$ cat config.mk
export PLATFORM = sky130hd
export DESIGN_NAME = matrix_seq_unit
export DESIGN_NICKNAME = d
export VERILOG_FILES = /design/src/rtl/matrix_pkg.sv /design/src/rtl/elem_alu.sv /design/src/rtl/matrix_seq_unit.sv
export SDC_FILE = /design/constraint.sdc
export NUM_CORES = 2
export LEC_CHECK = 0
export CAP_MARGIN = 15
export CORE_MARGIN = 2
export CORE_UTILIZATION = 25
export DETAILED_ROUTE_END_ITERATION = 10
export HOLD_SLACK_MARGIN = 0.05
export RECOVER_POWER = 100
export SLEW_MARGIN = 10
export SYNTH_ARGS = -nofsm -noshare
export SYNTH_HDL_FRONTEND = slang
export SYNTH_HIERARCHICAL = 1
export SYNTH_SLANG_ARGS = --single-unit
$ cat constraint.sdc
create_clock -name clk -period 22.3 [get_ports clk]
set_input_delay 6.69 -clock clk [delete_from_list [all_inputs] [get_ports clk]]
set_output_delay 6.69 -clock clk [all_outputs]
set_load 0.02 [all_outputs]
$ cat src/rtl/matrix_pkg.sv
// Shared constants for the matrix sequencer: opcodes, states, field positions.
package matrix_pkg;

    localparam logic [2:0] OP_ADD = 3'b000;
    localparam logic [2:0] OP_SUB = 3'b001;
    localparam logic [2:0] OP_MUL = 3'b011;
    localparam logic [2:0] OP_TRN = 3'b101;
    localparam logic [2:0] OP_NEG = 3'b110;

    localparam int OP_LSB  = 0;
    localparam int OP_W    = 3;
    localparam int SAT_BIT = 3;
    localparam int SCL_LSB = 8;

    typedef enum logic [2:0] {
        S_IDLE,
        S_FETCH,
        S_DRAIN,
        S_WRITE,
        S_DONE
    } state_t;

    function automatic logic op_legal(input logic [2:0] op);
        return (op == OP_ADD) || (op == OP_SUB) || (op == OP_MUL) ||
               (op == OP_TRN) || (op == OP_NEG);
    endfunction

    function automatic logic op_dual(input logic [2:0] op);
        return (op == OP_ADD) || (op == OP_SUB);
    endfunction

endpackage

$ cat src/rtl/elem_alu.sv
// One result element: signed arithmetic at double width, then wrap or clamp.
module elem_alu
    import matrix_pkg::*;
#(
    parameter int ELEM_W = 8
) (
    input  logic [ELEM_W-1:0] a,
    input  logic [ELEM_W-1:0] b,
    input  logic [ELEM_W-1:0] scalar,
    input  logic [2:0]        opcode,
    input  logic              sat,
    output logic [ELEM_W-1:0] r,
    output logic              ovf
);

    localparam int WW = 2 * ELEM_W;
    localparam logic signed [WW-1:0] MAXV =
        {{(ELEM_W+1){1'b0}}, {(ELEM_W-1){1'b1}}};
    localparam logic signed [WW-1:0] MINV =
        {{(ELEM_W+1){1'b1}}, {(ELEM_W-1){1'b0}}};

    logic signed [WW-1:0] ax;
    logic signed [WW-1:0] bx;
    logic signed [WW-1:0] sx;
    logic signed [WW-1:0] wide;

    assign ax = {{ELEM_W{a[ELEM_W-1]}}, a};
    assign bx = {{ELEM_W{b[ELEM_W-1]}}, b};
    assign sx = {{ELEM_W{scalar[ELEM_W-1]}}, scalar};

    // transpose and unused opcodes pass A through unchanged
    always_comb begin
        wide = ax;
        case (opcode)
            OP_ADD:  wide = ax + bx;
            OP_SUB:  wide = ax - bx;
            OP_MUL:  wide = ax * sx;
            OP_NEG:  wide = -ax;
            default: wide = ax;
        endcase
    end

    always_comb begin
        ovf = (wide > MAXV) || (wide < MINV);
        r   = wide[ELEM_W-1:0];
        if (ovf && sat) begin
            r = wide[WW-1] ? MINV[ELEM_W-1:0] : MAXV[ELEM_W-1:0];
        end
    end

endmodule

$ cat src/rtl/matrix_seq_unit.sv
// Fetches an instruction and operand matrices row by row, then writes
// the element-wise result back one row per cycle.
module matrix_seq_unit
    import matrix_pkg::*;
#(
    parameter int ELEM_W = 8,
    parameter int DIM    = 5,
    parameter int ADDR_W = $clog2(3*DIM+1)
) (
    input  logic                  clk,
    input  logic                  rst,
    input  logic                  start,
    output logic                  busy,
    output logic                  done,
    output logic                  err,
    output logic                  ovf,
    output logic [ADDR_W-1:0]     mem_addr,
    output logic                  mem_wren,
    output logic [DIM*ELEM_W-1:0] mem_wdata,
    input  logic [DIM*ELEM_W-1:0] mem_rdata
);

    localparam int ROW_W = DIM * ELEM_W;
    localparam logic [ADDR_W-1:0] RES_BASE = ADDR_W'(2*DIM+1);

    state_t state;
    state_t state_nx;

    logic [ADDR_W-1:0] cnt;
    logic [ADDR_W-1:0] cnt_nx;
    logic [ADDR_W-1:0] cap_idx;
    logic [ADDR_W-1:0] fetch_last;
    logic              capture;
    logic [2:0]        op_now;

    logic [ROW_W-1:0]  a_q [DIM];
    logic [ROW_W-1:0]  b_q [DIM];
    logic [2:0]        op_q;
    logic              sat_q;
    logic [ELEM_W-1:0] scalar_q;
    logic              err_q;
    logic              ovf_q;

    logic [ROW_W-1:0]  a_row;
    logic [ROW_W-1:0]  b_row;
    logic [ROW_W-1:0]  tr_row;
    logic [ROW_W-1:0]  op_row;
    logic [ROW_W-1:0]  res_row;
    logic [DIM-1:0]    row_ovf;

    // read data lags the address by one cycle, so row cnt-1 lands now
    assign capture = ((state == S_FETCH) && (cnt != '0)) ||
                     (state == S_DRAIN);
    assign cap_idx = cnt - ADDR_W'(1);

    // the opcode is usable in the same cycle the instruction word arrives
    assign op_now = ((state == S_FETCH) && (cnt == ADDR_W'(1))) ?
                    mem_rdata[OP_LSB +: OP_W] : op_q;
    assign fetch_last = op_dual(op_now) ? ADDR_W'(2*DIM) : ADDR_W'(DIM);

    always_ff @(posedge clk or posedge rst) begin
        if (rst) begin
            state <= S_IDLE;
            cnt   <= '0;
        end else begin
            state <= state_nx;
            cnt   <= cnt_nx;
        end
    end

    always_comb begin
        state_nx = state;
        cnt_nx   = cnt;
        case (state)
            S_IDLE: begin
                if (start) begin
                    state_nx = S_FETCH;
                    cnt_nx   = '0;
                end
            end
            S_FETCH: begin
                cnt_nx = cnt + ADDR_W'(1);
                if ((cnt == ADDR_W'(1)) && !op_legal(op_now)) begin
                    state_nx = S_DONE;
                end else if (cnt == fetch_last) begin
                    state_nx = S_DRAIN;
                end
            end
            S_DRAIN: begin
                state_nx = S_WRITE;
                cnt_nx   = '0;
            end
            S_WRITE: begin
                cnt_nx = cnt + ADDR_W'(1);
                if (cnt == ADDR_W'(DIM-1)) begin
                    state_nx = S_DONE;
                end
            end
            S_DONE: begin
                state_nx = S_IDLE;
                cnt_nx   = '0;
            end
            default: begin
                state_nx = S_IDLE;
                cnt_nx   = '0;
            end
        endcase
    end

    always_ff @(posedge clk or posedge rst) begin
        if (rst) begin
            for (int k = 0; k < DIM; k++) begin
                a_q[k] <= '0;
                b_q[k] <= '0;
            end
            op_q     <= '0;
            sat_q    <= 1'b0;
            scalar_q <= '0;
            err_q    <= 1'b0;
            ovf_q    <= 1'b0;
        end else begin
            if ((state == S_IDLE) && start) begin
                err_q <= 1'b0;
                ovf_q <= 1'b0;
            end
            if (capture && (cap_idx == '0)) begin
                op_q     <= mem_rdata[OP_LSB +: OP_W];
                sat_q    <= mem_rdata[SAT_BIT];
                scalar_q <= mem_rdata[SCL_LSB +: ELEM_W];
            end
            for (int k = 0; k < DIM; k++) begin
                if (capture && (cap_idx == ADDR_W'(k+1))) begin
                    a_q[k] <= mem_rdata;
                end
                if (capture && (cap_idx == ADDR_W'(DIM+k+1))) begin
                    b_q[k] <= mem_rdata;
                end
            end
            if ((state == S_FETCH) && (cnt == ADDR_W'(1)) &&
                !op_legal(op_now)) begin
                err_q <= 1'b1;
            end
            if (state == S_WRITE) begin
                ovf_q <= ovf_q | (|row_ovf);
            end
        end
    end

    always_comb begin
        a_row  = '0;
        b_row  = '0;
        tr_row = '0;
        for (int k = 0; k < DIM; k++) begin
            if (cnt == ADDR_W'(k)) begin
                a_row = a_q[k];
                b_row = b_q[k];
                for (int j = 0; j < DIM; j++) begin
                    tr_row[(DIM-j)*ELEM_W-1 -: ELEM_W] =
                        a_q[j][(DIM-k)*ELEM_W-1 -: ELEM_W];
                end
            end
        end
    end

    assign op_row = (op_q == OP_TRN) ? tr_row : a_row;

    for (genvar j = 0; j < DIM; j++) begin : g_alu
        elem_alu #(
            .ELEM_W (ELEM_W)
        ) u_alu (
            .a      (op_row[(DIM-j)*ELEM_W-1 -: ELEM_W]),
            .b      (b_row[(DIM-j)*ELEM_W-1 -: ELEM_W]),
            .scalar (scalar_q),
            .opcode (op_q),
            .sat    (sat_q),
            .r      (res_row[(DIM-j)*ELEM_W-1 -: ELEM_W]),
            .ovf    (row_ovf[j])
        );
    end

    always_comb begin
        mem_addr  = '0;
        mem_wren  = 1'b0;
        mem_wdata = '0;
        case (state)
            S_FETCH: mem_addr = cnt;
            S_WRITE: begin
                mem_addr  = RES_BASE + cnt;
                mem_wren  = 1'b1;
                mem_wdata = res_row;
            end
            default: mem_addr = '0;
        endcase
    end

    assign busy = (state != S_IDLE);
    assign done = (state == S_DONE);
    assign err  = err_q;
    assign ovf  = ovf_q;

endmodule
==> results by group <==
Hold path
  • Hold crit path type: flop to flop

Synthesis
  • Cells after synthesis: 4508
  • Post-synth top area cell: dfrtp_1
  • Seq/Total Area, Yosys: 23.9%
  • Async S/R FF share, synth: 100%
  • Post-synth EDFFs: 0
  • Synth top area cells: dfrtp_1 24%, fa_1 13%, mux2_4 12%
  • Post-synthesis average cell area: 9.79 um2
  • Seq cells post-synth: 421
  • Netlist cell types: 131
  • Ys flop type: dfrtp_1
  • Ys Warns: 6
  • Share of the synthesized area in the top cell type: 23.9%
  • Syn nets: 5078
  • Syn Std Cell Area: about 0.044 mm2

Setup path
  • Worst path required time: 15610 ps
  • Crit start category: flop
  • Crit. End Element: output port
  • CP dominant cell by count: fa_1
  • Critical path's largest stage delay: about 1700 ps
  • Slowest-stage cell, CP: clkbuf_1
  • Reg2Reg Setup Slack: around 10000 ps
  • Critical path class: flop to output port
  • CP Data Arrival Time: 12120 ps
  • CP Max Fanout: 59

GRT
  • Initial antenna violation count: 23
  • Tot GR Track Use: ~14%
  • First-pass GRT wire length: 207000 um
  • Vias in the first global route: 34200
  • GR Overflow Total: 0
  • Largest net degree at the start of global routing: 173

Drt
  • WL/cell: 19.1 um
  • Via-per-instance ratio: 4.88
  • First drt pass iteration count: 6
  • Initial drt markers: 2234
  • Routed WL: ~130000 um
  • DRC viols: 0
  • Via count: 33400
  • DRT antenna net count: 0

Timing
  • Final period util: 84.3%
  • Normalized max-slew margin: -241%
  • Slew @ Worst Pin: roughly 5100 ps
  • Worst Skew: 22.0 ps
  • Setup violators final: 0
  • Final hold vios: 0
  • Max Slew Vio Count: ~430
  • RSZ-0062 raised after global routing: false
  • Total Neg Setup Slack: 0 ps
  • Fmax achieved: 53.2 MHz
  • Tmin final: approximately 19000 ps

Clock tree
  • CTS Root Cell: clkbuf_16
  • Clock buffer depth: 3
  • Worst skew pair latency: 600 ps
  • Post-CTS setup buffers: 0
  • TritonCTS clock tree: yes
  • Cts repair resizes: 0
  • CTS Sinks: 421
  • Cts bufs inserted: 46
  • CTS H-tree lvls: 2
  • Clock slew at reported path FFs: ~60 ps
  • Hold_buf cts: 0

Cells and area
  • Nets: just over 5000
  • Area growth syn-to-layout: 6.97%
  • Share of post-route cells with drive strength above 1: 8.65%
  • Fill count: 18800
  • Post-Route Utilization: a little over a quarter

Placement
  • Port bufs: 91
  • GPL Wtd Cong: 0.833
  • Detailed placement HPWL: 95200 um

Run status
  • Run status: complete, but fails checks
  • Failing checks: capacitance limit, slew limit

Floorplan
  • Core Region: 0.176 mm2
  • Die area: 0.180 mm2
  • Die width: 424 um
  • Initial Utilization: between 20% and 30%
  • Die height: 424 um
  • Row count: 154
  • # IOs: 92

Job
  • MaxCap Viol Count: 7
-- flip-flops by register name, indices dropped and copies added (netlist names) --
signal	cells
b_q	200
cnt	4
op_q	3
err	1
scalar_q	8
sat_q	1
ovf	1
state	3
a_q	200
-- cells by family (layout without fill, tap and decap cells) --
family / after synthesis / count (layout) / share of synthesized area, %
AND/OR/NAND/NOR: 1176 / 1176 / 14.5
AO/OA/AOI/OAI: 988 / 988 / 15.4
buffers and inverters: 800 / 789 / 8.84
adder cells (fa/ha/maj): 527 / 527 / 19.8
multiplexers: 503 / 503 / 15.7
flip-flops: 421 / 421 / 23.9
XOR/XNOR: 93 / 93 / 1.86
other: 0 / 13 / 0
-- cell usage after synthesis, drive strengths merged, types with 83 or more instances --
cell type,instances
nor2b,83
mux2,414
mux2i,87
clkbuf,141
nor2,130
fa,285
inv,531
buf,127
and2,273
nand2,376
ha,242
o21ai,234
a21oi,251
dfrtp,421
-- critical path, delay by kind of cell (launching register included) --
| kind | cells | cell delay (ps) |
|---|---|---|
| DFF | 1 | 530 |
| adders and majority gates | 6 | 2970 |
| and+or+nand+nor | 4 | 660 |
| AOI/OAI and AO/OA | 10 | 2850 |
| buffers and inverters | 7 | 4430 |
-- placed cells by master (no fill, tap or decap), drive strengths merged, types with 87 or more instances in the layout --
cell type / netlist / final
nor2: 130 / 130
and2: 273 / 273
nand2: 376 / 376
a21oi: 251 / 251
mux2i: 87 / 87
ha: 242 / 242
mux2: 414 / 414
dfrtp: 421 / 421
fa: 285 / 285
inv: 531 / 531
o21ai: 234 / 234
-- final cells by class --
cell class | instances | area [um2] | area share, %
Antenna cell | 13 | 32.5 | 0.0689
Clock buffer | 63 | 1320 | 2.79
Clock inverter | 21 | 290 | 0.615
Inverter | 532 | 2000 | 4.23
Multi-Input combinational cell | 3287 | 28600 | 60.6
Sequential cell | 421 | 10500 | 22.3
Tap cell | 2340 | 2930 | 6.20
Timing Repair Buffer | 173 | 1510 | 3.20
-- worst paths after layout --
path | from | end | depth (start not counted)
setup / recovery | cnt[1]$_DFFE_PP0P_ | mem_wdata[19] | 27
max in group asynchronous | rst | b_q[46]$_DFFE_PP0P_ | 3
hold reg to reg | b_q[107]$_DFFE_PP0P_ | b_q[107]$_DFFE_PP0P_ | 1
hold / removal | b_q[107]$_DFFE_PP0P_ | b_q[107]$_DFFE_PP0P_ | 1
min in group asynchronous | rst | b_q[102]$_DFFE_PP0P_ | 2
setup reg to reg | cnt[1]$_DFFE_PP0P_ | ovf$_DFFE_PP0P_ | 29
-- metrics by stage --
stage                     setup WS (ps)  cell area, um2  cells  hold slack, ps
after global routing               2650           47200   6842             494
after floorplan                    3890           44100   4508             459
after detailed placement           6440           46800   6753             478
final                              3490           47200   6850             486
after global placement             6520           46800   6753             467
after CTS                          5810           48400   6837             492
-- per-layer routing --
layer	routed length (um)	track usage [%]
met1	56000	18.6
met2	64000	25.1
met3	6440	1.86
met4	4320	4.18
met5	158	0
Power is left out: the tool's default activity adds up to more than one toggle a clock period on the data nets, which glitch-free logic cannot reach.
